<file path="config.mk">
export PLATFORM = sky130hd
export DESIGN_NAME = debug_serial_tx
export DESIGN_NICKNAME = d
export VERILOG_FILES = /design/src/rtl/debug_serial_tx.sv
export SDC_FILE = /design/constraint.sdc
export NUM_CORES = 1
export LEC_CHECK = 0
export ABC_CLOCK_PERIOD_IN_PS = 4250
export CAP_MARGIN = 30
export CORE_UTILIZATION = 33
export CTS_BUF_LIST = sky130_fd_sc_hd__clkbuf_8
export DETAILED_ROUTE_END_ITERATION = 8
export PLACE_DENSITY_LB_ADDON = 0.1
export SLEW_MARGIN = 10
export SYNTH_ARGS = -nofsm -noshare
export SYNTH_HDL_FRONTEND = slang
export SYNTH_SLANG_ARGS = --single-unit
export TNS_END_PERCENT = 5
</file>
<file path="constraint.sdc">
create_clock -name clk -period 4.25 [get_ports clk]
set_input_delay 0.85 -clock clk [delete_from_list [all_inputs] [get_ports clk]]
set_output_delay 0.85 -clock clk [all_outputs]
set_load 0.01 [all_outputs]
</file>
<file path="src/rtl/debug_serial_tx.sv">
// Byte FIFO feeding an 8N1 serial transmitter; frames are sent back to back while the FIFO holds
// data. Line idles high and every output except ready/busy is registered.
module debug_serial_tx #(
    parameter int unsigned CLKS_PER_BIT = 868,
    parameter int unsigned FIFO_DEPTH   = 16
) (
    input  logic                        clk,
    input  logic                        reset,
    input  logic                        data_valid,
    input  logic [7:0]                  byte_data,
    output logic                        ready,
    output logic                        tx,
    output logic                        busy,
    output logic                        done,
    output logic                        overflow,
    output logic [$clog2(FIFO_DEPTH):0] level
);
    localparam int unsigned PTR_W  = $clog2(FIFO_DEPTH);
    localparam int unsigned LVL_W  = PTR_W + 1;
    localparam int unsigned BAUD_W = $clog2(CLKS_PER_BIT);

    localparam logic [LVL_W-1:0]  LVL_FULL  = LVL_W'(FIFO_DEPTH);
    localparam logic [BAUD_W-1:0] BAUD_LAST = BAUD_W'(CLKS_PER_BIT - 1);
    localparam logic [BAUD_W-1:0] BAUD_PRE  = BAUD_W'(CLKS_PER_BIT - 2);

    typedef enum logic [1:0] {StIdle, StStart, StData, StStop} state_e;

    state_e            state;
    logic [7:0]        mem [FIFO_DEPTH];
    logic [PTR_W-1:0]  wr_ptr;
    logic [PTR_W-1:0]  rd_ptr;
    logic [7:0]        shift;
    logic [2:0]        bit_cnt;
    logic [BAUD_W-1:0] baud;
    logic              push;
    logic              pop;
    logic              baud_end;
    logic              fifo_nempty;

    assign fifo_nempty = (level != '0);
    assign ready       = (level != LVL_FULL);
    assign push        = data_valid && ready;
    assign baud_end    = (baud == BAUD_LAST);
    // The serializer takes the head byte from IDLE or straight out of the STOP terminal count.
    assign pop         = fifo_nempty && ((state == StIdle) || ((state == StStop) && baud_end));
    assign busy        = (state != StIdle) || fifo_nempty;

    always_ff @(posedge clk) begin
        if (push) begin
            mem[wr_ptr] <= byte_data;
        end
    end

    always_ff @(posedge clk or posedge reset) begin
        if (reset) begin
            wr_ptr   <= '0;
            rd_ptr   <= '0;
            level    <= '0;
            overflow <= 1'b0;
        end else begin
            if (push) begin
                wr_ptr <= wr_ptr + 1'b1;
            end
            if (pop) begin
                rd_ptr <= rd_ptr + 1'b1;
            end
            // Fullness is judged on the pre-edge level, so a same-edge pop cannot rescue a push.
            if (data_valid && !ready) begin
                overflow <= 1'b1;
            end
            unique case ({push, pop})
                2'b10:   level <= level + 1'b1;
                2'b01:   level <= level - 1'b1;
                default: level <= level;
            endcase
        end
    end

    always_ff @(posedge clk or posedge reset) begin
        if (reset) begin
            state   <= StIdle;
            tx      <= 1'b1;
            done    <= 1'b0;
            shift   <= '0;
            bit_cnt <= '0;
            baud    <= '0;
        end else begin
            // Raised one edge early so the pulse occupies the final cycle of the stop bit.
            done <= (state == StStop) && (baud == BAUD_PRE);
            unique case (state)
                StIdle: begin
                    tx <= 1'b1;
                    if (pop) begin
                        shift <= mem[rd_ptr];
                        tx    <= 1'b0;
                        baud  <= '0;
                        state <= StStart;
                    end
                end
                StStart: begin
                    if (baud_end) begin
                        baud    <= '0;
                        bit_cnt <= '0;
                        tx      <= shift[0];
                        state   <= StData;
                    end else begin
                        baud <= baud + 1'b1;
                    end
                end
                StData: begin
                    if (baud_end) begin
                        baud  <= '0;
                        shift <= shift >> 1;
                        if (bit_cnt == 3'd7) begin
                            tx    <= 1'b1;
                            state <= StStop;
                        end else begin
                            bit_cnt <= bit_cnt + 1'b1;
                            tx      <= shift[1];
                        end
                    end else begin
                        baud <= baud + 1'b1;
                    end
                end
                StStop: begin
                    if (baud_end) begin
                        baud <= '0;
                        if (pop) begin
                            shift <= mem[rd_ptr];
                            tx    <= 1'b0;
                            state <= StStart;
                        end else begin
                            state <= StIdle;
                        end
                    end else begin
                        baud <= baud + 1'b1;
                    end
                end
                default: state <= StIdle;
            endcase
        end
    end

endmodule
</file>
Word-level counts from Yosys, hierarchy flattened. Memories as Yosys holds them, arrays and structs flattened. Cells that the tools add are included.

Flip-flop bits (word level): 39. Memory bits (writable): 128. Input port bits: 11. Output and inout bits: 10. Logic and storage cells: 80. Memories kept: 1.

Add/sub/neg operators: 6. Equality and inequality tests: 16. Mux-type cells: 28. Reduce and logical (&&, ||, !) cells: 19.

Memory list: mem (words 16, width 8, read ports 1, clocked after Yosys merged registers in 0, wr ports 1, line 29) `logic [7:0] mem [FIFO_DEPTH];`.

Operators by type and width (count): two-way mux 8 bit (3); case mux 8 bit (3 select lines) (1); equality test 10 bit, second input constant (2); two-way mux 10 bit (2); case mux 10 bit (2 select lines) (1); != test 2 bit, second input constant (7); adder 10 x 1 -> 10 bit, second input constant (1); two-way mux 2 bit (5); case mux 5 bit (2 select lines) (1); two-way mux 1 bit (9); two-way mux 3 bit (3); adder 4 x 1 -> 4 bit, second input constant (2); case mux 2 bit (4 select lines) (1); AND reduction 4 bit (2); equality test 2 bit, second input constant (3); case mux 3 bit (2 select lines) (1); nonzero test 2 bit (3); adder 5 x 1 -> 5 bit, second input constant (1); logical AND 1 bit (5); != test 5 bit, second input constant (1); AND reduction 5 bit (1); nonzero test 5 bit (1); subtractor 5 x 1 -> 5 bit, second input constant (1); equality test 2 x 1 -> 1 bit, second input constant (2); other kinds (9) (10).

Depth between registers and ports, before layout. Gate-level depths: netlist of the first run.

Depth in word-level cells: 7. Mapped depth: 15. Gate-level depth less buffers: 12.

Least setup slack after synthesis of the first run. OpenSTA, ideal clock, no wires.

Kind: reg2reg. Start: reg level[1]. End: reg level[4]. Setup time: 0.080 ns. Arrival: 3.091 ns. Data required time: 4.170 ns. Setup slack: 1.079 ns. Stages on the path, launching flop included: 16. Buffers on the path: 3. Period minus slack after synthesis: 3.171 ns. Path through: dfrtp_1 > clkbuf_1 > nor4_1 > nand2_1 > and2_1 > clkbuf_1 > inv_1 > ha_1 > clkbuf_1 > xor2_1 > ha_1 > o21a_1 > o22a_1 > a21oi_1 > mux2i_1 > xnor2_1.

Word-level cells in the longest chain between the ends: 4. Elaborated cells between the ends (all ways): 10. Classes of those cells: 2 x add/sub; 3 x eq/ne; 1 x mux; 4 x reduce/logical.

RTL lines: start, declared (line 16) `output logic [$clog2(FIFO_DEPTH):0] level`; start signal, assigned (line 72) `2'b10: level <= level + 1'b1;`; start signal, assigned (line 73) `2'b01: level <= level - 1'b1;`; start signal, assigned (line 74) `default: level <= level;`; != test 5 bit * (line 41) `assign ready = (level != LVL_FULL);`; via ready (line 11) `output logic ready,`; logical AND 1 bit * (line 42) `assign push = data_valid && ready;`; equality test 2 x 1 -> 1 bit or equality test 2 bit (tied branches) (line 71) `unique case ({push, pop})`; case mux 5 bit (2 select lines) or nonzero test 2 bit (tied branches).

The timed path passes the listed nets; every way through them passes the cells marked *. A chain may end at the register's enable or synchronous reset.

Worst setup path after layout of the first run.
Start: reg level[1]. End: out busy.

Word-level cells in the longest chain between the ends: 2.

RTL lines: nonzero test 5 bit (line 40) `assign fifo_nempty = (level != '0);`; logical OR 1 bit (line 46) `assign busy = (state != StIdle) || fifo_nempty;`; end, declared (line 13) `output logic busy,`.

No other way between the ends.

==> impl_metrics.toml, run 1 <==
[run_status]
outcome = "completed"

[placement]
place_area_um2 = 7780
routabilityCongestion = 0.760
placedCellCount = 745
dpl_worst_slack_ps = 760
hpwl_mm = 9.99
numPortBuffers = 20

[worst_setup_path]
r2r-start = "level[1]$_DFFE_PP0P_"
r2r_slack_ps = 1090
critical_path_class = "flop to output port"
endpoint_kind = "output port"
critical_path_required_ps = 3400
startpoint_type = "flop"
worst-path-max-fanout = 12
r2r_cells = 12
timing.rr.end = "level[4]$_DFFE_PP0P_"
worstPathArrival_ps = 2460

[route]
drt_iter0_markers = 177
firstDrtPassIters = 4
vias = 3937
postRouteAntennaNets = 0
routed_via_density = 5.05
routed_wirelength_mm = 15.1
drc = 0
wl_per_cell_um = 19.4

[logic_synthesis]
yosys.area.top_type = "edfxtp_1"
ys.flop_type = "edfxtp_1"
synth_area_leaders = "edfxtp_1 53%, dfrtp_1 13%, mux4_2 5.3%, ha_1 3.3%, mux4_1 3.3%"
ys_ff_latch = 167
synth_enable_flop_cells = 128
syn-num-nets = 494
yosys.area.top_type_share_pct = 52.9
netlist_instances = 464
synth_cell_types = 54
synthArstFlopShare_pct = 23.4
yosysSeqAreaShare_pct = 66.3
synth_area_um2 = 7270
synth.avg_cell_area_um2 = 15.7
synth_warnings = 0

[finish]
ff_latch_area_um2 = 4820
design_area_um2 = 8210
nNetsFinal = 521
nFillCells = 1956
n_antenna_cell = 0
multi_input_area_um2 = 2250
drive_gt1_share_pct = 16.3
stdcell_count = 779
area_growth_pct = 12.9

[clocking]
insertion_delay_ps = 450
ctsHoldBuffers = 0
cts_buffer_depth = 2
post_cts_buffers = 0
clock_sinks = 167
cts_resized = 0
cts_buffers = 17
clk_pin_slew_ps = 100
htreeDepth = 4
cts_root_buffer = "clkbuf_8"
cts_tree = "yes"

[global_route]
grt_pass1_vias = 4193
grt_overflow_total = 0
antenna_found_initial = 0
grt_max_degree = 26
grt_first_pass_wirelength_mm = 24.1
grt_usage_pct = 14.7

[sta]
grt_setup_unrepaired = "no"
finalSetupViolations = 0
relSlewSlack_pct = 37.2
hold_viol_final = 0
min_period_over_period_pct = 78.0
fin_skew_ps = 18.7
fmax_ghz = 0.302
tightest_slew_ps = 938
period_needed_ps = 3310
fin_ws_ps = 937
tns_ps = 0
drv_slew = 0

[die]
rows = 53
die_area_um2 = 22600
die_w_um = 150
die-height_um = 150
core-area_um2 = 21300
pin_count = 21
initial_core_util_pct = 34.2

[pwr]
p_leak_nw = 2.92
ir_worst_vdd_uv = 244
powerDensity_nw_per_um2 = 634

[hold_path]
holdPathStages = 2
hold_class = "flop to flop"
hp-start = "tx$_DFFE_PP1P_"
hold_path_end = "tx$_DFFE_PP1P_"

[flow_run]
maxCapViolCount = 0
placed cells by master, fill, tap and decap left out, types with 16 or more instances in the layout:
| master | n |
|---|---|
| mux2i_1 | 17 |
| dfrtp_1 | 37 |
| mux4_2 | 17 |
| nand2_1 | 27 |
| nor2_1 | 22 |
| clkdlybuf4s50_1 | 20 |
| edfxtp_1 | 128 |
| ha_1 | 19 |
| o21ai_0 | 30 |
| clkbuf_8 | 17 |
| inv_1 | 16 |
area by class of cell:
| type | instances | share of cell area [%] |
|---|---|---|
| Clock buffer | 17 | 2.85 |
| Sequential cell | 167 | 58.8 |
| Tap cell | 275 | 4.19 |
| Multi-Input combinational cell | 255 | 27.4 |
| Timing Repair Buffer | 33 | 3.78 |
| Clock inverter | 15 | 2.21 |
| Inverter | 17 | 0.778 |
cell usage after synthesis, types with 8 or more instances:
cell,n
a21oi_1,11
clkbuf_1,14
dfrtp_1,38
edfxtp_1,128
ha_1,19
inv_1,17
mux2_2,14
mux2i_1,17
mux4_1,9
mux4_2,17
nand2_1,27
nand2b_1,9
nor2_1,22
o21ai_0,30
xor2_1,8
metrics by stage:
| step | hold slack, ps | util (%) | total power (W) |
|---|---|---|---|
| floorplan | 438 | - | 0.00355 |
| global placement | 457 | 36.5 | 0.00406 |
| detailed placement | 463 | 36.5 | 0.00409 |
| CTS | 479 | 38.5 | 0.00528 |
| global route | 485 | 38.6 | 0.00554 |
| finish | 474 | 38.6 | 0.00520 |
state kept, by name, summed over array words and instances (netlist names):
signal,flops
bit_cnt,3
overflow,1
state,2
baud,10
level,5
done,1
tx,1
rd_ptr,4
mem,128
shift,8
wr_ptr,4
per-layer routing:
layer | share of wire (%) | GRT usage, %
met1 | 46 | 19.0
met2 | 50 | 24.9
met3 | 2.7 | 3.45
met4 | 0.96 | 3.48
met5 | 0 | 0
critical path, stage by stage, from the launching register on:
cell and delay, ps:
dfrtp_1 490, or4_1 570, nor3b_1 200, buf_4 220, inv_1 50, clkdlybuf4s50_1 470
cells by family after synthesis:
| kind of cell | count (synthesis) | synth area share, % |
|---|---|---|
| compound gates | 75 | 6.71 |
| simple gates | 89 | 6.14 |
| xor+xnor | 15 | 1.81 |
| flops | 167 | 66.3 |
| fa+ha+maj | 19 | 3.27 |
| mux | 57 | 13.0 |
| buf+inv | 42 | 2.72 |
how the worst max path moves through the flow:
stage | start | endpoint | slack [ps]
2_1_floorplan | level[1]$_DFFE_PP0P_ | level[4]$_DFFE_PP0P_ | 1080
3_3_place_gp | data_valid | level[4]$_DFFE_PP0P_ | 810
3_5_place_dp | data_valid | level[4]$_DFFE_PP0P_ | 760
4_1_cts | level[1]$_DFFE_PP0P_ | busy | 860
5_1_grt | level[1]$_DFFE_PP0P_ | busy | 760
6_report | level[1]$_DFFE_PP0P_ | busy | 940
where the power goes:
group / total (W) / internal (W) / switching (W)
logic: 0.00172 / 0.000829 / 0.000887
registers: 0.00231 / 0.00203 / 0.000282
clock network: 0.00117 / 0.000501 / 0.000670
total: 0.00520 / 0.00336 / 0.00184
Power figures use the tool's default switching activity.
==> run 2: changes to the inputs <==
- ABC_CLOCK_PERIOD_IN_PS: 4250 -> 2800
- clock period: 4.25 -> 2.8 ns (I/O delays scaled with it)
==> impl_metrics.toml, run 2 (synthesis gave the netlist of run 1 again) <==
[clocking]
insertion_delay_ps = 450
cts_root_buffer = "clkbuf_8"
ctsHoldBuffers = 0
cts_tree = "yes"
post_cts_buffers = 0
cts_buffers = 17
htreeDepth = 4
clk_pin_slew_ps = 100
cts_buffer_depth = 2
clock_sinks = 167

[die]
die_area_um2 = 22600
initial_core_util_pct = 34.2
rows = 53
pin_count = 21
die-height_um = 150
core-area_um2 = 21300
die_w_um = 150

[pwr]
powerDensity_nw_per_um2 = 956
clock_power_share_pct = 21.5
internal_power_w = 0.00523
p_leak_nw = 3.04
ir_worst_vdd_uv = 411
switching_share_pct = 35.0
p_switching_w = 0.00282
combPwrFrac_pct = 35.7
power_frac_seq_pct = 42.8

[finish]
nFillCells = 1972
drive_gt1_share_pct = 21.8
area_growth_pct = 15.8
multi_input_area_um2 = 2300
design_area_um2 = 8420
largest_register = "mem"
final_common_cell = "edfxtp_1"
largest_reg_flops = 128
n_antenna_cell = 0
nNetsFinal = 545
layout_common_cells = "128 x edfxtp_1, 37 x dfrtp_1, 36 x buf_4"
ff_latch_area_um2 = 4820
reg_top3 = "mem x128, baud x10, shift x8"

[worst_setup_path]
endpoint_kind = "flop"
worst-path-max-fanout = 3
slowest_delay_ps = 570
r2r_slack_ps = 210
critical_path_class = "flop to flop"
critical_path_required_ps = 3130
worstPathArrival_ps = 2930
crit_chain = "or4_4 > nor2_2 > nor3_2 > ha_4 > xor2_1 > ha_2 > o21a_1 > o22a_1 > a21oi_2 > mux2i_1 > xnor2_1"
worst_path_max_delay_cell = "or4_4"
crit_buf_inv = 0
startpoint_type = "flop"
crit_family = "simple AND/OR/NAND/NOR gates"

[sta]
period_needed_ps = 2590
tightest_slew_ps = 609
fin_ws_ps = 205
hold_viol_final = 0
drv_slew = 0
fin_skew_ps = 12.0
finalSetupViolations = 0
grt_setup_unrepaired = "yes"
fmax_ghz = 0.385
min_period_over_period_pct = 92.7
tns_ps = 0
relSlewSlack_pct = 59.2

[run_status]
outcome = "completed"

[placement]
numPortBuffers = 20
routabilityCongestion = 0.731
hpwl_mm = 10.5
place_area_um2 = 8010
dpl_worst_slack_ps = 97.8

[route]
firstDrtPassIters = 4
vias = 4009
drc = 0
wl_per_cell_um = 19.0
routed_via_density = 4.99
postRouteAntennaNets = 0
drt_iter0_markers = 254
routed_wirelength_mm = 15.2

[global_route]
grt_usage_pct = 14.7
grt_pass1_vias = 4093
grt_max_degree = 40
grt_overflow_total = 0
grt_first_pass_wirelength_mm = 24.0
antenna_found_initial = 0

[flow_run]
maxCapViolCount = 0

[hold_path]
hold_class = "flop to flop"
-- run 2: changes by cell type in the layout (fill, tap and decap cells not counted), sizes merged --
cell | previous run | this run
clkinvlp | 1 | 2
clkinv | 6 | 4
inv | 24 | 25
clkdlybuf4s50 | 20 | 19
buf | 13 | 37
dlymetal6s2s | 0 | 1
-- run 2: per-layer routing --
layer | global-route usage (%) | up-vias | share of wire, % | routed length (um)
met3 | 3.48 | 8 | 3.2 | 485
met4 | 3.38 | 0 | 0.72 | 109
li1 | - | 1884 | - | -
met1 | 19.5 | 2059 | 47 | 7100
met5 | 0 | - | 0 | 0
met2 | 24.1 | 58 | 49 | 7540
-- run 2: worst paths after layout --
path	from	to	cells after the start
min in group asynchronous	reset	level[4]$_DFFE_PP0P_	3
worst max-delay path	level[0]$_DFFE_PP0P_	level[4]$_DFFE_PP0P_	11
worst min-delay path	overflow$_DFFE_PP0P_	overflow$_DFFE_PP0P_	1
worst max register to register	level[0]$_DFFE_PP0P_	level[4]$_DFFE_PP0P_	11
worst min register to register	overflow$_DFFE_PP0P_	overflow$_DFFE_PP0P_	1
max in group asynchronous	reset	rd_ptr[0]$_DFFE_PP0P_	3
-- run 2: power groups by stage --
stage	combinational (W)	sequential (W)	clock [W]
2_1_floorplan	0.00214	0.00333	0
3_3_place_gp	0.00287	0.00350	0
3_5_place_dp	0.00290	0.00351	0
4_1_cts	0.00292	0.00345	0.00179
5_1_grt	0.00318	0.00351	0.00188
6_report	0.00287	0.00344	0.00173
-- run 2: area by class of cell --
class | count | area share, %
clock buffer | 17 | 2.78
clock inverter | 15 | 1.92
inverter | 17 | 0.758
multi-input combinational | 255 | 27.3
sequential | 167 | 57.3
tap | 275 | 4.09
timing repair buffer | 57 | 5.86
-- run 2: worst register-to-register path: stages, from the launching register on --
cell and delay (ps):
dfrtp_1 420, or4_4 570, nor2_2 140, nor3_2 70, ha_4 170, xor2_1 140
ha_2 180, o21a_1 160, o22a_1 200, a21oi_2 130, mux2i_1 230, xnor2_1 90
-- run 2: metrics by stage --
stage	power, W	instances	utilization, %	hold WS (ps)
floorplan	0.00547	464	-	438
global placement	0.00636	771	37.6	453
detailed placement	0.00641	771	37.6	454
CTS	0.00817	803	39.5	476
global route	0.00857	803	39.6	511
finish	0.00805	803	39.6	472
-- run 2: repair_timing --
action,CTS,global route
hold endpoints to repair,0,0
resized for setup,1,3
endpoints found under the setup margin,1,2
==> run 3: changes to the inputs <==
- ABC_CLOCK_PERIOD_IN_PS: 2800 -> 2950
- CORE_ASPECT_RATIO: not set -> 1.1
- clock period: 2.8 -> 2.95 ns (I/O delays scaled with it)
==> impl_metrics.toml, run 3 (synthesis gave the netlist of run 1 again) <==
[run_status]
outcome = "completed"

[sta]
tns_ps = 0
fin_skew_ps = 14.0
drv_slew = 0
grt_setup_unrepaired = "no"
hold_viol_final = 0
fmax_ghz = 0.358
relSlewSlack_pct = 49.6
min_period_over_period_pct = 94.6
period_needed_ps = 2790
tightest_slew_ps = 756
finalSetupViolations = 0

[finish]
drive_gt1_share_pct = 21.0
largest_reg_flops = 128
reg_top3 = "mem x128, baud x10, shift x8"
nNetsFinal = 545
final_common_cell = "edfxtp_1"
largest_register = "mem"
area_growth_pct = 15.2
n_antenna_cell = 0
layout_common_cells = "128 x edfxtp_1, 37 x dfrtp_1, 36 x buf_4"

[clocking]
cts_root_buffer = "clkbuf_8"
cts_buffers = 17
cts_tree = "yes"
clock_sinks = 167
cts_buffer_depth = 2
htreeDepth = 4
clk_pin_slew_ps = 100
insertion_delay_ps = 460

[die]
pin_count = 21
die_area_um2 = 22600
die_w_um = 144
die-height_um = 158
initial_core_util_pct = 33.9
core-area_um2 = 21400
rows = 56

[worst_setup_path]
worstPathArrival_ps = 2200
worst-path-max-fanout = 4
critical_path_required_ps = 2360
endpoint_kind = "output port"
critical_path_class = "flop to output port"
crit_family = "simple AND/OR/NAND/NOR gates"
crit_chain = "or4_4 > nor3b_2 > inv_1 > clkdlybuf4s50_1"
crit_buf_inv = 2
worst_path_max_delay_cell = "or4_4"
slowest_delay_ps = 570
startpoint_type = "flop"

[pwr]
combPwrFrac_pct = 34.9
switching_share_pct = 35.1
p_leak_nw = 3.04
powerDensity_nw_per_um2 = 894
internal_power_w = 0.00486
power_frac_seq_pct = 44.3
total_power_w = 0.00748
clock_power_share_pct = 20.8
p_switching_w = 0.00263
ir_worst_vdd_uv = 298

[global_route]
grt_usage_pct = 14.2
grt_pass1_vias = 4025
grt_max_degree = 40
grt_first_pass_wirelength_mm = 23.3
antenna_found_initial = 0
grt_overflow_total = 0

[route]
drt_iter0_markers = 158
postRouteAntennaNets = 0
routed_via_density = 4.84
vias = 3956
routed_wirelength_mm = 14.8
wl_per_cell_um = 18.0
firstDrtPassIters = 4
drc = 0

[hold_path]
hold_class = "flop to flop"

[placement]
routabilityCongestion = 0.798
numPortBuffers = 20
hpwl_mm = 10.2

[flow_run]
maxCapViolCount = 0
run 3: power groups by stage:
stage                     Sequential (W)  Clock (W)  Combinational (W)
final                            0.00332    0.00156            0.00261
after global routing             0.00338    0.00170            0.00290
after CTS                        0.00333    0.00161            0.00266
after detailed placement         0.00338          0            0.00264
after global placement           0.00336          0            0.00262
after floorplan                  0.00315          0            0.00200
run 3: metrics by stage:
stage               utilization, %  worst slack (ps)  std cells  hold WS (ps)  instance area, um2
floorplan                        -              12.6        464           438                7300
global placement              37.3               197        786           452                8000
global route                  39.1              25.3        818           503                8370
detailed placement            37.3               152        786           463                8000
finish                        39.1               159        818           473                8370
CTS                           39.0              1.00        818           480                8370
run 3: timing repair:
item / in CTS / in global routing
hold buffers: 0 / 0
setup buffers: 0 / 0
endpoints found under the hold margin: 0 / 0
endpoints found under the setup margin: 0 / 1
gates resized for setup: 0 / 1
run 3: final cells by class:
cell class	instances	area, um2
clock buffer	17	234
sequential	167	4820
fill	2045	13100
clock inverter	15	131
inverter	17	63.8
tap	290	363
multi-input combinational	255	2270
timing repair buffer	57	490
run 3: worst reg2reg max path: stages (launching register included):
cell and delay [ps]:
dfrtp_1 420, inv_1 150, ha_1 290, a21oi_1 70, nor3_1 300, ha_2 260, xor2_1 70, ha_2 180
o21a_1 160, o22a_1 200, a21oi_2 130, mux2i_1 230, xnor2_1 130
run 3: worst paths after layout:
kind                                      start                     to  slack, ps  cells past startpoint
max                        level[0]$_DFFE_PP0P_                   busy        160                      4
min                              tx$_DFFE_PP1P_         tx$_DFFE_PP1P_        470                      2
max reg2reg                state[0]$_DFFE_PP0P_   level[4]$_DFFE_PP0P_        280                     12
min reg2reg                      tx$_DFFE_PP1P_         tx$_DFFE_PP1P_        470                      2
max in group asynchronous                 reset  rd_ptr[0]$_DFFE_PP0P_       1980                      3
min in group asynchronous                 reset   overflow$_DFFE_PP0P_        570                      3
run 3: layer usage:
metal  part of all wire [%]  wire, um  track usage (%)  vias up
met1                     46      6860             18.1     2004
met5                      0         0                0        -
met3                    2.1       311             2.54       15
met2                     50      7390             24.0       53
li1                       -         -                -     1884
met4                    1.3       197             5.47        0
